`src/rtl/icache_bus_pkg.sv`:
```
// -----------------------------------------------------------------------------
// icache_bus_pkg
// Shared definitions for the icache read-miss bus: response codes, the
// responder's state encoding, and the burst-length limits.
// No ports (package).
// -----------------------------------------------------------------------------
package icache_bus_pkg;

  localparam logic [1:0] RESP_OKAY   = 2'b00;
  localparam logic [1:0] RESP_DECERR = 2'b11;

  // A cached refill is one 4-word line (arlen = LINE_BEATS-1).
  localparam int LINE_BEATS = 4;

  // Largest burst the responder serves from SRAM; longer bursts decode as errors.
  localparam logic [7:0] MAX_ARLEN = 8'd15;

  typedef enum logic {
    ST_IDLE  = 1'b0,
    ST_BURST = 1'b1
  } state_t;

endpackage

```
`src/rtl/icache_rsp_fifo2.sv`:
```
// -----------------------------------------------------------------------------
// icache_rsp_fifo2
// Two-entry registered FIFO for response beats. Storage only; the caller
// handles any bypass from the incoming beat.
// Ports:
//   clk, rstn        clock, synchronous active-low reset
//   push, push_data  write a beat (ignored when full)
//   pop              drop the head beat (ignored when empty)
//   full, empty      occupancy flags (2 entries / 0 entries)
//   head             oldest stored beat, meaningful when !empty
// -----------------------------------------------------------------------------
module icache_rsp_fifo2 #(
  parameter int W = 35
) (
  input  logic         clk,
  input  logic         rstn,
  input  logic         push,
  input  logic [W-1:0] push_data,
  input  logic         pop,
  output logic         full,
  output logic         empty,
  output logic [W-1:0] head
);

  logic [W-1:0] entries [2];
  logic         wr_ptr;
  logic         rd_ptr;
  logic [1:0]   count;
  logic         do_push;
  logic         do_pop;

  assign do_push = push & (count != 2'd2);
  assign do_pop  = pop & (count != 2'd0);

  assign full  = (count == 2'd2);
  assign empty = (count == 2'd0);
  assign head  = entries[rd_ptr];

  always_ff @(posedge clk) begin
    if (!rstn) begin
      wr_ptr <= 1'b0;
      rd_ptr <= 1'b0;
      count  <= 2'd0;
    end else begin
      if (do_push) wr_ptr <= ~wr_ptr;
      if (do_pop)  rd_ptr <= ~rd_ptr;
      count <= count + {1'b0, do_push} - {1'b0, do_pop};
    end
  end

  // Payload storage needs no reset; head is only consumed when !empty.
  always_ff @(posedge clk) begin
    if (do_push) entries[wr_ptr] <= push_data;
  end

endmodule

```
`src/rtl/icache_rd_responder.sv`:
```
// -----------------------------------------------------------------------------
// icache_rd_responder
// Memory-side responder for icache read misses. Accepts one read address,
// reads the instruction SRAM word by word and returns an INCR burst of beats.
// Out-of-window or over-long requests return DECERR beats without touching SRAM.
// Ports:
//   clk, rstn                    clock, synchronous active-low reset
//   i_arvalid/i_arready          request handshake
//   i_araddr, i_arlen            byte address (bits [1:0] ignored), beats-1
//   i_rvalid/i_rready            beat handshake
//   i_rdata, i_rresp, i_rlast    beat payload
//   mem_en, mem_addr, mem_rdata  SRAM read port (data one cycle after mem_en)
// -----------------------------------------------------------------------------
module icache_rd_responder
  import icache_bus_pkg::*;
#(
  parameter int               ADDR_W    = 32,
  parameter int               DATA_W    = 32,
  parameter int               MEM_AW    = 14,
  parameter logic [ADDR_W-1:0] BASE_ADDR = 32'h1C00_0000
) (
  input  logic              clk,
  input  logic              rstn,
  input  logic              i_arvalid,
  output logic              i_arready,
  input  logic [ADDR_W-1:0] i_araddr,
  input  logic [7:0]        i_arlen,
  output logic              i_rvalid,
  input  logic              i_rready,
  output logic [DATA_W-1:0] i_rdata,
  output logic [1:0]        i_rresp,
  output logic              i_rlast,
  output logic              mem_en,
  output logic [MEM_AW-1:0] mem_addr,
  input  logic [DATA_W-1:0] mem_rdata
);

  localparam int BEAT_W = DATA_W + 3;
  localparam logic [ADDR_W-1:0] WINDOW_WORDS = {{(ADDR_W-1){1'b0}}, 1'b1} << MEM_AW;

  state_t state_q, state_d;

  logic              err_q;
  logic              issue_active_q;
  logic [7:0]        issue_cnt_q;
  logic [MEM_AW-1:0] mem_addr_q;
  logic              inflight_q;
  logic              inflight_last_q;

  logic [ADDR_W-1:0] offset;
  logic [ADDR_W-1:0] last_idx;
  logic              dec_err;
  logic              ar_fire;
  logic              issue;

  logic [BEAT_W-1:0] in_beat;
  logic [BEAT_W-1:0] head_beat;
  logic [BEAT_W-1:0] out_beat;
  logic              fifo_full;
  logic              fifo_empty;
  logic              fifo_push;
  logic              fifo_pop;
  logic              beat_fire;

  // Request decode: the last word of the burst must stay inside the window.
  assign offset   = i_araddr - BASE_ADDR;
  assign last_idx = (offset >> 2) + {{(ADDR_W-8){1'b0}}, i_arlen};
  assign dec_err  = (i_araddr < BASE_ADDR) | (last_idx >= WINDOW_WORDS) |
                    (i_arlen > MAX_ARLEN);

  assign ar_fire = i_arvalid & (state_q == ST_IDLE);

  // At most two beats may be buffered or in flight, so the FIFO never overflows.
  assign issue = (state_q == ST_BURST) & issue_active_q & ~fifo_full &
                 (fifo_empty | ~inflight_q);

  assign mem_en   = issue & ~err_q;
  assign mem_addr = mem_addr_q;

  always_ff @(posedge clk) begin
    if (!rstn) state_q <= ST_IDLE;
    else       state_q <= state_d;
  end

  always_comb begin
    state_d   = state_q;
    i_arready = 1'b0;
    case (state_q)
      ST_IDLE: begin
        i_arready = 1'b1;
        if (i_arvalid) state_d = ST_BURST;
      end
      ST_BURST: begin
        if (beat_fire && i_rlast) state_d = ST_IDLE;
      end
      default: state_d = ST_IDLE;
    endcase
  end

  // The issue counter wraps after the final issue, but issue_active_q blocks reuse.
  always_ff @(posedge clk) begin
    if (!rstn) begin
      err_q           <= 1'b0;
      issue_active_q  <= 1'b0;
      issue_cnt_q     <= 8'd0;
      mem_addr_q      <= '0;
      inflight_q      <= 1'b0;
      inflight_last_q <= 1'b0;
    end else begin
      if (ar_fire) begin
        err_q          <= dec_err;
        issue_active_q <= 1'b1;
        issue_cnt_q    <= i_arlen;
        mem_addr_q     <= offset[MEM_AW+1:2];
      end else if (issue) begin
        issue_cnt_q <= issue_cnt_q - 8'd1;
        mem_addr_q  <= mem_addr_q + {{(MEM_AW-1){1'b0}}, 1'b1};
        if (issue_cnt_q == 8'd0) issue_active_q <= 1'b0;
      end
      inflight_q      <= issue;
      inflight_last_q <= issue & (issue_cnt_q == 8'd0);
    end
  end

  assign in_beat = {(err_q ? {DATA_W{1'b0}} : mem_rdata),
                    (err_q ? RESP_DECERR : RESP_OKAY),
                    inflight_last_q};

  // When the buffer is empty the returning beat is presented directly, which
  // gives first data two cycles after the request handshake.
  assign i_rvalid  = ~fifo_empty | inflight_q;
  assign out_beat  = ~fifo_empty ? head_beat : (inflight_q ? in_beat : '0);
  assign beat_fire = i_rvalid & i_rready;
  assign fifo_pop  = beat_fire & ~fifo_empty;
  assign fifo_push = inflight_q & ~(beat_fire & fifo_empty);

  assign i_rdata = out_beat[BEAT_W-1:3];
  assign i_rresp = out_beat[2:1];
  assign i_rlast = out_beat[0];

  icache_rsp_fifo2 #(
    .W(BEAT_W)
  ) u_fifo (
    .clk      (clk),
    .rstn     (rstn),
    .push     (fifo_push),
    .push_data(in_beat),
    .pop      (fifo_pop),
    .full     (fifo_full),
    .empty    (fifo_empty),
    .head     (head_beat)
  );

endmodule

```
`config.mk`:
```
export PLATFORM = sky130hd
export DESIGN_NAME = icache_rd_responder
export DESIGN_NICKNAME = d
export VERILOG_FILES = /design/src/rtl/icache_bus_pkg.sv /design/src/rtl/icache_rsp_fifo2.sv /design/src/rtl/icache_rd_responder.sv
export SDC_FILE = /design/constraint.sdc
export NUM_CORES = 1
export LEC_CHECK = 0
export ABC_AREA = 1
export CORE_ASPECT_RATIO = 1.2
export CORE_MARGIN = 1
export CORE_UTILIZATION = 46
export DETAILED_ROUTE_END_ITERATION = 10
export GPL_ROUTABILITY_DRIVEN = 1
export PLACE_DENSITY_LB_ADDON = 0.2
export SLEW_MARGIN = 20
export SYNTH_ARGS = -nofsm -noshare
export SYNTH_HDL_FRONTEND = slang
export SYNTH_SLANG_ARGS = --single-unit
```
`constraint.sdc`:
```
create_clock -name clk -period 2.45 [get_ports clk]
set_clock_uncertainty 0.05 [all_clocks]
set_input_delay 0.245 -clock clk [delete_from_list [all_inputs] [get_ports clk]]
set_output_delay 0.245 -clock clk [all_outputs]
set_load 0.02 [all_outputs]
```
==> run metrics <==
status finished, final reports clean; peak supply drop 0.0004466 V; PortBufs 125; Worst-Skew Late Latency around 0.35 ns; vias in the first global route 5,488; CORE AREA 12,220 µm²; Reg2Reg Depth 10; RSZ-0062 raised after global routing false; maximum clock frequency 417.0 MHz; CP required 2.15 ns; initial antenna violation count 0; Yosys reg bits 100; crit path max fanout 33; worst-case clock buffer depth 2; clk sinks 100; number of diodes 0; part of the power in registers 0.334; postcts setup bufs 0; Slew Limit Fails 0; WS Path Type reg2out; Static Leak 3.549 nW; Cell Pwr Density ~760 nW/µm²; first-pass GRT wire length approximately 25 mm; grt ovf 0; Net Switching 2.156 mW; multi-input logic area 2625 µm²; Overall Global Routing Usage 0.2421; wire length per cell between 10 and 15 µm; type of element capturing the critical path output port; headroom to the max-slew limit 0.5533; hold-critical path depth 1; Logic pwr share 0.418; Max Cap Viol 0; Chip Width roughly 100 µm; Startpoint Class flip-flop; via count 5,503; CTS H-tree depth 3; Top Ports 128; fin nets slightly below 1,000; Netlist cell types 38; Initial Util 0.4753; DRC Markers 0; cell count after synthesis 752; synthesized area 5809 µm²; 1st-iter DRT viols 336; full die area about 13,000 µm²; Post-Syn Nets 844; area delta synth->final 33.92%; fin crit share 0.9789; DRT antenna net count 0; setup violators final 0; Seq/Total Area, Yosys 0.4618; Util after Layout 0.6366; Root Buffer clkbuf_16; CTS tree done; site row count 44; routability cong. slightly below 0.9; Die Y-Extent 125.1 µm; clock share of power 0.247; Sw Ratio 0.3664; share of cells above drive strength 1 0.08565; Worst Path Arrival 2.10 ns; Synth warnings 0; total power 5.884 mW; HPWL Detailed between 10 and 15 mm; P_int 3.728 mW; minimum clock period 2.398 ns; vias per cell 5.192; worst hold path type reg2reg; clock-pin slew on the worst setup and hold paths approximately 0.07 ns; largest net degree at the start of global routing 35; drt first pass iters 4; average size of a mapped cell 7.725 µm²; total CTS buffers 9; register area 2683 µm²; filler cell count 1,055; wirelength, routed 15.41 mm; Final Hold Vio Count 0; slew at the pin with the worst max-slew slack roughly 0.67 ns
through the flow:
stage               setup WS, ns  setup TNS (ns)  std cells  cell area [µm²]  hold slack [ns]
floorplan                 0.3802               0        752             5814           0.3440
global placement         -0.1100         -0.1100       1044             7427           0.3869
detailed placement       -0.1235         -0.1235       1044             7427           0.4011
CTS                      0.01140               0       1060             7739           0.4116
global route            0.004645               0       1060             7780           0.4430
finish                   0.05180               0       1060             7780           0.4122
Yosys cell counts, drive strengths merged:
| cell | instances | share of area |
|---|---|---|
| xnor2 | 3 | 0.0045 |
| xor2 | 13 | 0.020 |
| a22oi | 1 | 0.0013 |
| nor2 | 101 | 0.074 |
| o211ai | 2 | 0.0026 |
| a21oi | 20 | 0.017 |
| nand3b | 5 | 0.0065 |
| ha | 15 | 0.032 |
| clkinv | 1 | 0.00065 |
| nor4 | 3 | 0.0043 |
| nand2 | 194 | 0.13 |
| nor3 | 7 | 0.0086 |
| inv | 110 | 0.071 |
| fa | 1 | 0.0034 |
| edfxtp | 68 | 0.35 |
| a21o | 1 | 0.0013 |
| a2bb2oi | 1 | 0.0015 |
| and3 | 1 | 0.0013 |
| and2 | 1 | 0.0011 |
| clkbuf | 17 | 0.011 |
| nand3 | 41 | 0.035 |
| a221oi | 3 | 0.0045 |
| a211oi | 2 | 0.0026 |
| buf | 7 | 0.0062 |
| o22ai | 35 | 0.038 |
| nand4 | 7 | 0.0075 |
| o21ai | 50 | 0.043 |
| dfxtp | 32 | 0.11 |
| a31oi | 10 | 0.011 |
layer usage:
layer  GRT usage  vias to the layer above  routed length (µm)
li1            -                     2767                   -
met1      0.2829                     2545                6365
met2      0.4453                      167                7901
met3     0.02763                       24                 741
met4      0.1036                        0                 404
met5           0                        -                   0
area by class of cell:
cell class	count	area share
sequential	100	0.3448
multi-input combinational	517	0.3374
timing repair buffer	155	0.1985
inverter	111	0.05388
clock buffer	9	0.02895
tap	161	0.02589
clock inverter	7	0.01061
sequential cells by signal, summed over array words and instances (netlist names), named ones only:
signal	count
err_q	1
mem_addr	14
state_q	1
inflight_last_q	1
u_fifo.count	2
issue_active_q	1
u_fifo.wr_ptr	1
u_fifo.rd_ptr	1
u_fifo.entries	68
issue_cnt_q	8
inflight_q	1
path summary, 6_finish.rpt:
check	from	endpoint	slack [ns]
worst min-delay path	u_fifo.rd_ptr	u_fifo.rd_ptr	0.41
worst min register to register	u_fifo.rd_ptr	u_fifo.rd_ptr	0.41
worst max register to register	u_fifo.count[1]	mem_addr[4]	0.50
worst max-delay path	u_fifo.count[0]	i_rdata[27]	0.05
layout by cell type, fill, tap and decap left out, drive strengths merged, types with 3 or more instances in the layout:
cell           netlist  layout
nand2              194     194
inv                110     113
clkdlybuf4s50        0     108
nor2               101     101
edfxtp              68      68
o21ai               50      50
nand3               41      41
o22ai               35      35
dfxtp               32      32
buf                  7      30
a21oi               20      20
ha                  15      15
dlymetal6s2s         0      15
xor2                13      13
a31oi               10      10
clkbuf              17       9
nand4                7       7
nor3                 7       7
nand3b               5       5
xnor2                3       3
a221oi               3       3
nor4                 3       3
logic make-up (layout without fill, tap and decap cells):
logic type                 count (synthesis)  in the layout  synth area share
xor gates and xnor gates                  16             16           0.02412
AOI/OAI and AO/OA                        125            125            0.1226
adders and majority gates                 16             16           0.03575
DFF                                      100            100            0.4618
and+or+nand+nor                          360            360            0.2669
buffers and inverters                    135            282           0.08895
worst max-delay path: stages (launching register included):
cell and delay, ns:
dfxtp_1 0.35, nor2_4 0.18, nand2_1 0.07, buf_4 0.25
o22ai_1 0.24, clkdlybuf4s50_1 0.65
repair_timing:
item                       CTS  global route
hold buffers                 0             0
setup endpoints to repair   19            16
gates resized for setup      4            16
power by group through the flow:
stage,clock [mW],sequential [mW],combinational [mW]
after global routing,1.54,1.98,2.67
after detailed placement,0,2.00,2.48
after CTS,1.47,1.97,2.50
after global placement,0,2.00,2.43
after floorplan,0,2.01,1.36
final,1.46,1.97,2.46
(Power assumes the default switching activity.)
